### src/rtl/intersection_scheduler.sv
// Timed two-road intersection sequencer with a serviced pedestrian walk phase.
// Phase timing comes from a saturating per-phase counter. Lamp outputs are registered decodes of the next state.
module intersection_scheduler #(
  parameter int CNT_W    = 8,
  parameter int MIN_GRN  = 10,
  parameter int MAX_GRN  = 60,
  parameter int YEL_CYC  = 5,
  parameter int RED_CYC  = 2,
  parameter int WALK_CYC = 20
) (
  input  logic       clk,
  input  logic       r,
  input  logic       ta,
  input  logic       tb,
  input  logic       ped,
  output logic [1:0] la,
  output logic [1:0] lb,
  output logic       walk,
  output logic       ped_pend,
  output logic [2:0] phase
);

  typedef enum logic [2:0] {
    S_GA   = 3'd0,
    S_YA   = 3'd1,
    S_RA   = 3'd2,
    S_GB   = 3'd3,
    S_YB   = 3'd4,
    S_RB   = 3'd5,
    S_WALK = 3'd6
  } state_t;

  localparam logic [1:0] LAMP_GRN = 2'b00;
  localparam logic [1:0] LAMP_YEL = 2'b01;
  localparam logic [1:0] LAMP_RED = 2'b10;

  // Counter values on the final cycle of each phase.
  localparam logic [CNT_W-1:0] MIN_LAST  = CNT_W'(MIN_GRN - 1);
  localparam logic [CNT_W-1:0] MAX_LAST  = CNT_W'(MAX_GRN - 1);
  localparam logic [CNT_W-1:0] YEL_LAST  = CNT_W'(YEL_CYC - 1);
  localparam logic [CNT_W-1:0] RED_LAST  = CNT_W'(RED_CYC - 1);
  localparam logic [CNT_W-1:0] WALK_LAST = CNT_W'(WALK_CYC - 1);

  state_t           state;
  state_t           next;
  logic [CNT_W-1:0] cnt;
  logic             side;   // 0: road A served next after walk, 1: road B
  logic             change;

  always_comb begin
    next = state;
    unique case (state)
      S_GA:   if ((cnt >= MIN_LAST && (!ta || ped_pend)) || cnt == MAX_LAST) next = S_YA;
      S_YA:   if (cnt == YEL_LAST) next = S_RA;
      S_RA:   if (cnt == RED_LAST) next = ped_pend ? S_WALK : S_GB;
      S_GB:   if ((cnt >= MIN_LAST && (!tb || ped_pend)) || cnt == MAX_LAST) next = S_YB;
      S_YB:   if (cnt == YEL_LAST) next = S_RB;
      S_RB:   if (cnt == RED_LAST) next = ped_pend ? S_WALK : S_GA;
      S_WALK: if (cnt == WALK_LAST) next = side ? S_GB : S_GA;
      default: next = S_GA;
    endcase
    change = (next != state);
  end

  function automatic logic [1:0] lamp_a(input state_t s);
    case (s)
      S_GA:    lamp_a = LAMP_GRN;
      S_YA:    lamp_a = LAMP_YEL;
      default: lamp_a = LAMP_RED;
    endcase
  endfunction

  function automatic logic [1:0] lamp_b(input state_t s);
    case (s)
      S_GB:    lamp_b = LAMP_GRN;
      S_YB:    lamp_b = LAMP_YEL;
      default: lamp_b = LAMP_RED;
    endcase
  endfunction

  always_ff @(posedge clk) begin
    if (r) begin
      state    <= S_GA;
      cnt      <= '0;
      side     <= 1'b0;
      ped_pend <= 1'b0;
      la       <= LAMP_GRN;
      lb       <= LAMP_RED;
      walk     <= 1'b0;
      phase    <= S_GA;
    end else begin
      state <= next;
      if (change)
        cnt <= '0;
      else if (cnt != '1)
        cnt <= cnt + 1'b1;

      if (state == S_RA && change) side <= 1'b1;
      if (state == S_RB && change) side <= 1'b0;

      // Entering walk services the request; a press on that same edge is dropped.
      if (next == S_WALK && state != S_WALK)
        ped_pend <= 1'b0;
      else if (state != S_WALK && ped)
        ped_pend <= 1'b1;

      la    <= lamp_a(next);
      lb    <= lamp_b(next);
      walk  <= (next == S_WALK);
      phase <= next;
    end
  end

endmodule

### config.mk
export PLATFORM = sky130hd
export DESIGN_NAME = intersection_scheduler
export DESIGN_NICKNAME = d
export VERILOG_FILES = /design/src/rtl/intersection_scheduler.sv
export SDC_FILE = /design/constraint.sdc
export NUM_CORES = 1
export LEC_CHECK = 0
export ABC_AREA = 1
export CORE_AREA = 2 2 58 46
export CTS_BUF_LIST = sky130_fd_sc_hd__clkbuf_2 sky130_fd_sc_hd__clkbuf_4 sky130_fd_sc_hd__clkbuf_8
export CTS_CLUSTER_SIZE = 40
export DETAILED_ROUTE_END_ITERATION = 16
export DIE_AREA = 0 0 60 48
export PLACE_DENSITY = 0.74
export SETUP_SLACK_MARGIN = 0.15
export SLEW_MARGIN = 5
export SYNTH_ARGS = -nofsm -noshare
export SYNTH_HDL_FRONTEND = slang
export SYNTH_SLANG_ARGS = --single-unit
### constraint.sdc
create_clock -name clk -period 1.49 [get_ports clk]
set_input_delay 0.149 -clock clk [delete_from_list [all_inputs] [get_ports clk]]
set_output_delay 0.149 -clock clk [all_outputs]
set_load 0.1 [all_outputs]
==> results of run 1 <==
## state kept, by name, indices dropped and copies added (netlist names)
name and count:
cnt 8, ped_pend 1, walk 1, la 2
state 3, lb 2, side 1
## cells by family (layout without fill, tap and decap cells)
family          count (synthesis)  count (layout)  share of synthesized area
simple gates                  106             106                      0.456
buf+inv                        27              73                     0.0936
flops                          18              18                      0.321
compound gates                 17              17                     0.0881
fa+ha+maj                       3               3                     0.0334
xor+xnor                        1               1                    0.00781
## repair_timing
item / in CTS / in global routing
pin swaps: 14 / 15
setup endpoints to repair: 18 / 18
setup buffers: 2 / 4
resized for setup: 32 / 24
## placed cells by master (no fill, tap or decap), drive strengths merged
cell           count
clkdlybuf4s50      4
xor2               1
clkbuf             4
a311oi             1
nand4              2
dfxtp             18
ha                 3
nand2             47
o21ai              7
nor3               9
inv               26
nor4               1
nand3             14
a21oi              8
o31ai              1
buf               39
nor2              33
## power by group
part	leakage [nW]	internal, W	switching (W)	total (W)
Clock	0.0210	0.000150	0.000172	0.000322
Combinational	0.646	0.0000854	0.0000975	0.000183
Sequential	0.150	0.000488	0.0000217	0.000509
Total	0.817	0.000723	0.000291	0.00101
## routing by layer
layer  GRT usage  routed length, microns  vias to the layer above
met5           0                       0                        -
met2       0.409                    1630                       45
met3      0.0432                     238                        8
met4      0.0844                      68                        0
met1       0.364                    1590                      588
li1            -                       -                      639
## worst paths after layout
check / end / depth (start not counted)
max: cnt[2] / 14
min: side / 2
max reg2reg: cnt[2] / 14
min reg2reg: side / 2
## worst register-to-register path: cells and delay by family, from the launching register on
| family | cells | cell delay (ps) |
|---|---|---|
| AND/OR/NAND/NOR | 11 | 1010 |
| buffers and inverters | 2 | 180 |
| flip-flops | 1 | 420 |
| adder cells (fa/ha/maj) | 1 | 160 |
## metrics by stage
| stage | util | setup TNS, ps | cell area (sq um) |
|---|---|---|---|
| floorplan | - | -1430 | 1160 |
| global placement | 0.701 | -2940 | 1590 |
| detailed placement | 0.701 | -4370 | 1590 |
| CTS | 0.774 | -3590 | 1760 |
| global route | 0.824 | -5720 | 1870 |
| finish | 0.824 | -4140 | 1870 |
## final cells by class
| type | count | area (sq um) |
|---|---|---|
| Multi-Input combinational cell | 127 | 838 |
| Timing Repair Buffer | 43 | 460 |
| Fill cell | 129 | 399 |
| Sequential cell | 18 | 382 |
| Inverter | 26 | 113 |
| Tap cell | 34 | 42.5 |
| Clock buffer | 4 | 36.3 |
==> out/metrics.yaml, run 1 <==
rows: 15
drv_cap: 0
numCtsBuffers: 3
vias_per_cell: 5.08
synth_top_area_share: 0.321
hold_ws_ps: 515
crit_required_ps: 1740
routed_wl_mm: 3.52
cp_max_fo: 8
port_buffers: 13
startpoint: "cnt[0]"
fp.dieW_microns: 60
dieArea_sq_um: 2880
arrival_ps: 2060
grt_max_degree: 11
final_nets: 227
grt_pass1_vias: 1153
ys_top_cells_by_count: "nand2_1 (44), nor2_1 (32), inv_1 (22)"
syn_nets: 180
path_cells: "inv_4 -> ha_4 -> nand2_1 -> nand2_1 -> nand3_2 -> nand2_2 -> nand2_2 -> nand2_2 -> nand3_4 -> nand2_4 -> buf_6 -> nand2_4 -> nand4_4 -> nor2_1"
synth_edf_count: 0
start_util: 0.494
area.growth.synth_to_final_pct: 66.8
tightest_slew_ps: 363
layout-drive-gt1-share: 0.477
cts-hold-fix-buffers: 0
cts_max_path_buffers: 2
cts_tree: "yes"
layout_setup_ws_ps: -320
crit_path_frequent_cell: "nand2_2"
ys_types: 23
power.density_nw_per_um2: 542
synth_area_per_cell_sq_um: 6.53
dp_cells: 242
dr.first_iter.drc_count: 79
period_minus_slack_ps: 1810
critPathCaptureType: "flip-flop"
clkLatencyLatePin_ps: 320
htreeDepth: 1
cp_slowest_cell: "dfxtp_4"
die_y_microns: 48
globalplace.congestion: 0.934
crit_buf_inv: 2
max-slew-margin-rel: 0.756
violations: "negative setup slack"
synthArstFlopShare: 0
clk_pin_slew_ps: 120
ys_seq_area_frac: 0.321
yosys-top-cells-area: "dfxtp_1 (32%), nand2_1 (15%), nor2_1 (11%)"
worstHoldPathType: "flip-flop to flip-flop"
total_power_w: 0.00101
hpwl_mm: 2.41
fp.coreArea_sq_um: 2270
grt_overflow_total: 0
grt_setup_unrepaired: "yes"
synth_ff_type: "dfxtp_1"
path_class: "flip-flop to flip-flop"
p_leak_nw: 0.817
num_antenna_cells: 0
fmax_ghz: 0.552
finalCritPeriodShare: 1.22
critPathTopFamily: "simple AND/OR/NAND/NOR gates"
hold_viol: 0
r2r-start: "cnt[0]"
antenna_found_initial: 0
antenna_left: 0
track_usage: 0.259
vias: 1280
drc: 0
setup_viol_count_final: 18
clock_sinks: 18
slew_viol_final: 0
pre_cts_slack_ps: -336
grt_pass1_wl_mm: 5.38
netlist_instances: 172
crit_path_max_incr_delay_ps: 420
post-synth-top-count-cell: "nand2_1"
synth_area_sq_um: 1120
yosys_warnings: 0
synth_area_leader_cell: "dfxtp_1"
drt-pass1-iter-count: 4
wl_per_cell_microns: 14.0
start_kind: "flip-flop"
r2r_slack_ps: -320
root_buffer: "clkbuf_4"
fin_cells: 252
synth_seq_cells: 18
skew_ps: 13.9
ios: 14
min_from: "side"
ir_drop_v: 0.000494
status: "finished, violations left"
Note: power is estimated with default switching activity, not from simulation.
==> run 2: changes to the inputs <==
--- a/config.mk
+++ b/config.mk
@@ -13,6 +13,7 @@
 export DIE_AREA = 0 0 60 48
 export PLACE_DENSITY = 0.74
 export SETUP_SLACK_MARGIN = 0.15
+export SKIP_LAST_GASP = 1
 export SLEW_MARGIN = 5
 export SYNTH_ARGS = -nofsm -noshare
 export SYNTH_HDL_FRONTEND = slang
==> out/metrics.yaml, run 2 (synthesized netlist as in run 1, its figures left out) <==
grtUsageMet1: 0.364  # unchanged
tightest_slew_ps: 363  # about the same
clkLatencyLatePin_ps: 320  # about the same
regMostFlops: "cnt"  # unchanged
clock_sinks: 18  # unchanged
layout-drive-gt1-share: 0.472  # was 0.477
crit_required_ps: 1740  # about the same
crit_path_max_incr_delay_ps: 420  # about the same
power.density_nw_per_um2: 542  # about the same
cp_slowest_cell: "dfxtp_4"  # unchanged
vias_per_cell: 5.08  # about the same
hold_depth: 2  # unchanged
p_leak_nw: 0.816  # was 0.817 nW
finalCritPeriodShare: 1.21  # was 1.22
drc: 0  # unchanged
final_common_cell: "nand2_1"  # unchanged
dieArea_sq_um: 2880  # unchanged
num_antenna_cells: 0  # unchanged
area.growth.synth_to_final_pct: 66.6  # was 66.8%
start_kind: "flip-flop"  # unchanged
fp.dieW_microns: 60  # unchanged
grt_pass1_vias: 1153  # unchanged
hold_ws_ps: 515  # unchanged
rows: 15  # unchanged
fmax_ghz: 0.552  # about the same
min_delay_worst_endpoint: "side"  # unchanged
grt_pass1_wl_mm: 5.38  # unchanged
crit_path_frequent_cell: "nand2_2"  # unchanged
fp.coreArea_sq_um: 2270  # unchanged
globalplace.congestion: 0.934  # unchanged
numCtsBuffers: 3  # unchanged
path_cells: "inv_4 -> ha_4 -> nand2_1 -> nand2_1 -> nand3_2 -> nand2_2 -> nand2_2 -> nand2_2 -> nand3_4 -> nand2_4 -> buf_6 -> nand2_4 -> nand4_4 -> nor2_1"  # unchanged
min_from: "side"  # unchanged
vias: 1279  # was 1280
violations: "negative setup slack"  # unchanged
rr_endpoint: "cnt[2]"  # unchanged
htreeDepth: 1  # unchanged
reg2regPathDepth: 14  # unchanged
grtUsageMet2: 0.409  # unchanged
grt_setup_unrepaired: "yes"  # unchanged
status: "finished, violations left"  # unchanged
track_usage: 0.259  # unchanged
total_power_w: 0.00101  # about the same
antenna_left: 0  # unchanged
path_class: "flip-flop to flip-flop"  # unchanged
cts_tree: "yes"  # unchanged
period_minus_slack_ps: 1810  # about the same
hpwl_mm: 2.41  # unchanged
grt_overflow_total: 0  # unchanged
start_util: 0.494  # unchanged
max-slew-margin-rel: 0.756  # about the same
skew_ps: 13.9  # unchanged
largest_reg_flops: 8  # unchanged
arrival_ps: 2060  # about the same
setup_viol_count_final: 18  # unchanged
ir_drop_v: 0.000494  # about the same
die_y_microns: 48  # unchanged
reg_top3: "cnt x8, state x3"  # unchanged
cts_max_path_buffers: 2  # unchanged
wl_per_cell_microns: 14.0  # about the same
r2r_slack_ps: -320  # about the same
worstHoldPathType: "flip-flop to flip-flop"  # unchanged
r2r-start: "cnt[0]"  # unchanged
critPathCaptureType: "flip-flop"  # unchanged
routed_wl_mm: 3.52  # about the same
busiest_layer: "met2"  # unchanged
root_buffer: "clkbuf_4"  # unchanged
cp_max_fo: 8  # unchanged
clk_pin_slew_ps: 120  # about the same
antenna_found_initial: 0  # unchanged
port_buffers: 13  # unchanged
dr.first_iter.drc_count: 79  # unchanged
layout_setup_ws_ps: -320  # about the same
ios: 14  # unchanged
final_nets: 227  # unchanged
met3_usage: 0.0432  # unchanged
hold_viol: 0  # unchanged
final_cell_mix: "nand2_1 (41), buf_4 (26), nor2_1 (20)"  # was nand2_1 (41), buf_4 (26), nor2_1 (19)
cts-hold-fix-buffers: 0  # unchanged
grt_max_degree: 11  # unchanged
slew_viol_final: 0  # unchanged
drt-pass1-iter-count: 4  # unchanged
drv_cap: 0  # unchanged
==> run 2: worst max-delay path by stage <==
stage	from	endpoint	slack [ps]	cells past startpoint
4_1_cts	cnt[0]	cnt[6]	-280	14
6_report	cnt[0]	cnt[2]	-320	14
3_5_place_dp	cnt[1]	side	-340	13
2_1_floorplan	state[1]	side	-180	12
3_3_place_gp	cnt[0]	cnt[6]	-250	13
5_1_grt	cnt[0]	cnt[0]	-410	14
==> run 2: critical path, delay by kind of cell, from the launching register on <==
kind,cells,cell delay (ps)
adder cells (fa/ha/maj),1,160
buffers and inverters,2,170
flip-flops,1,420
AND/OR/NAND/NOR,11,1000
==> run 2: metal layers <==
metal  up-vias  share of wire  wire (microns)
met5         -              0               0
met4         0          0.019              68
met3         8          0.067             235
met2        43           0.46            1630
met1       589           0.45            1590
li1        639              -               -
==> run 2: cell type report <==
class / instances / area [sq um]
Multi-Input combinational cell: 127 / 836
Timing Repair Buffer: 43 / 460
Fill cell: 130 / 402
Sequential cell: 18 / 382
Inverter: 26 / 113
Tap cell: 34 / 42.5
Clock buffer: 4 / 36.3
==> run 2: power breakdown <==
group          switching [W]  internal (W)  leakage (nW)
sequential         0.0000217      0.000488         0.150
combinational      0.0000975     0.0000854         0.645
clock               0.000172      0.000150        0.0210
total               0.000291      0.000723         0.816
==> run 2: through the flow <==
stage	utilization	cells	setup slack (ps)	cell area, sq um	TNS (ps)
2_1_floorplan	-	172	-181	1160	-1430
3_3_place_gp	0.701	242	-250	1590	-2940
3_5_place_dp	0.701	242	-336	1590	-4370
4_1_cts	0.774	248	-280	1760	-3590
5_1_grt	0.823	252	-411	1870	-5760
6_report	0.823	252	-320	1870	-4150
==> run 2: repair_timing <==
item | in CTS | in global routing
resized for setup | 32 | 23
endpoints found under the setup margin | 18 | 18
buffers inserted | 2 | 4
pin swaps | 14 | 15
endpoints found under the hold margin | 0 | 0
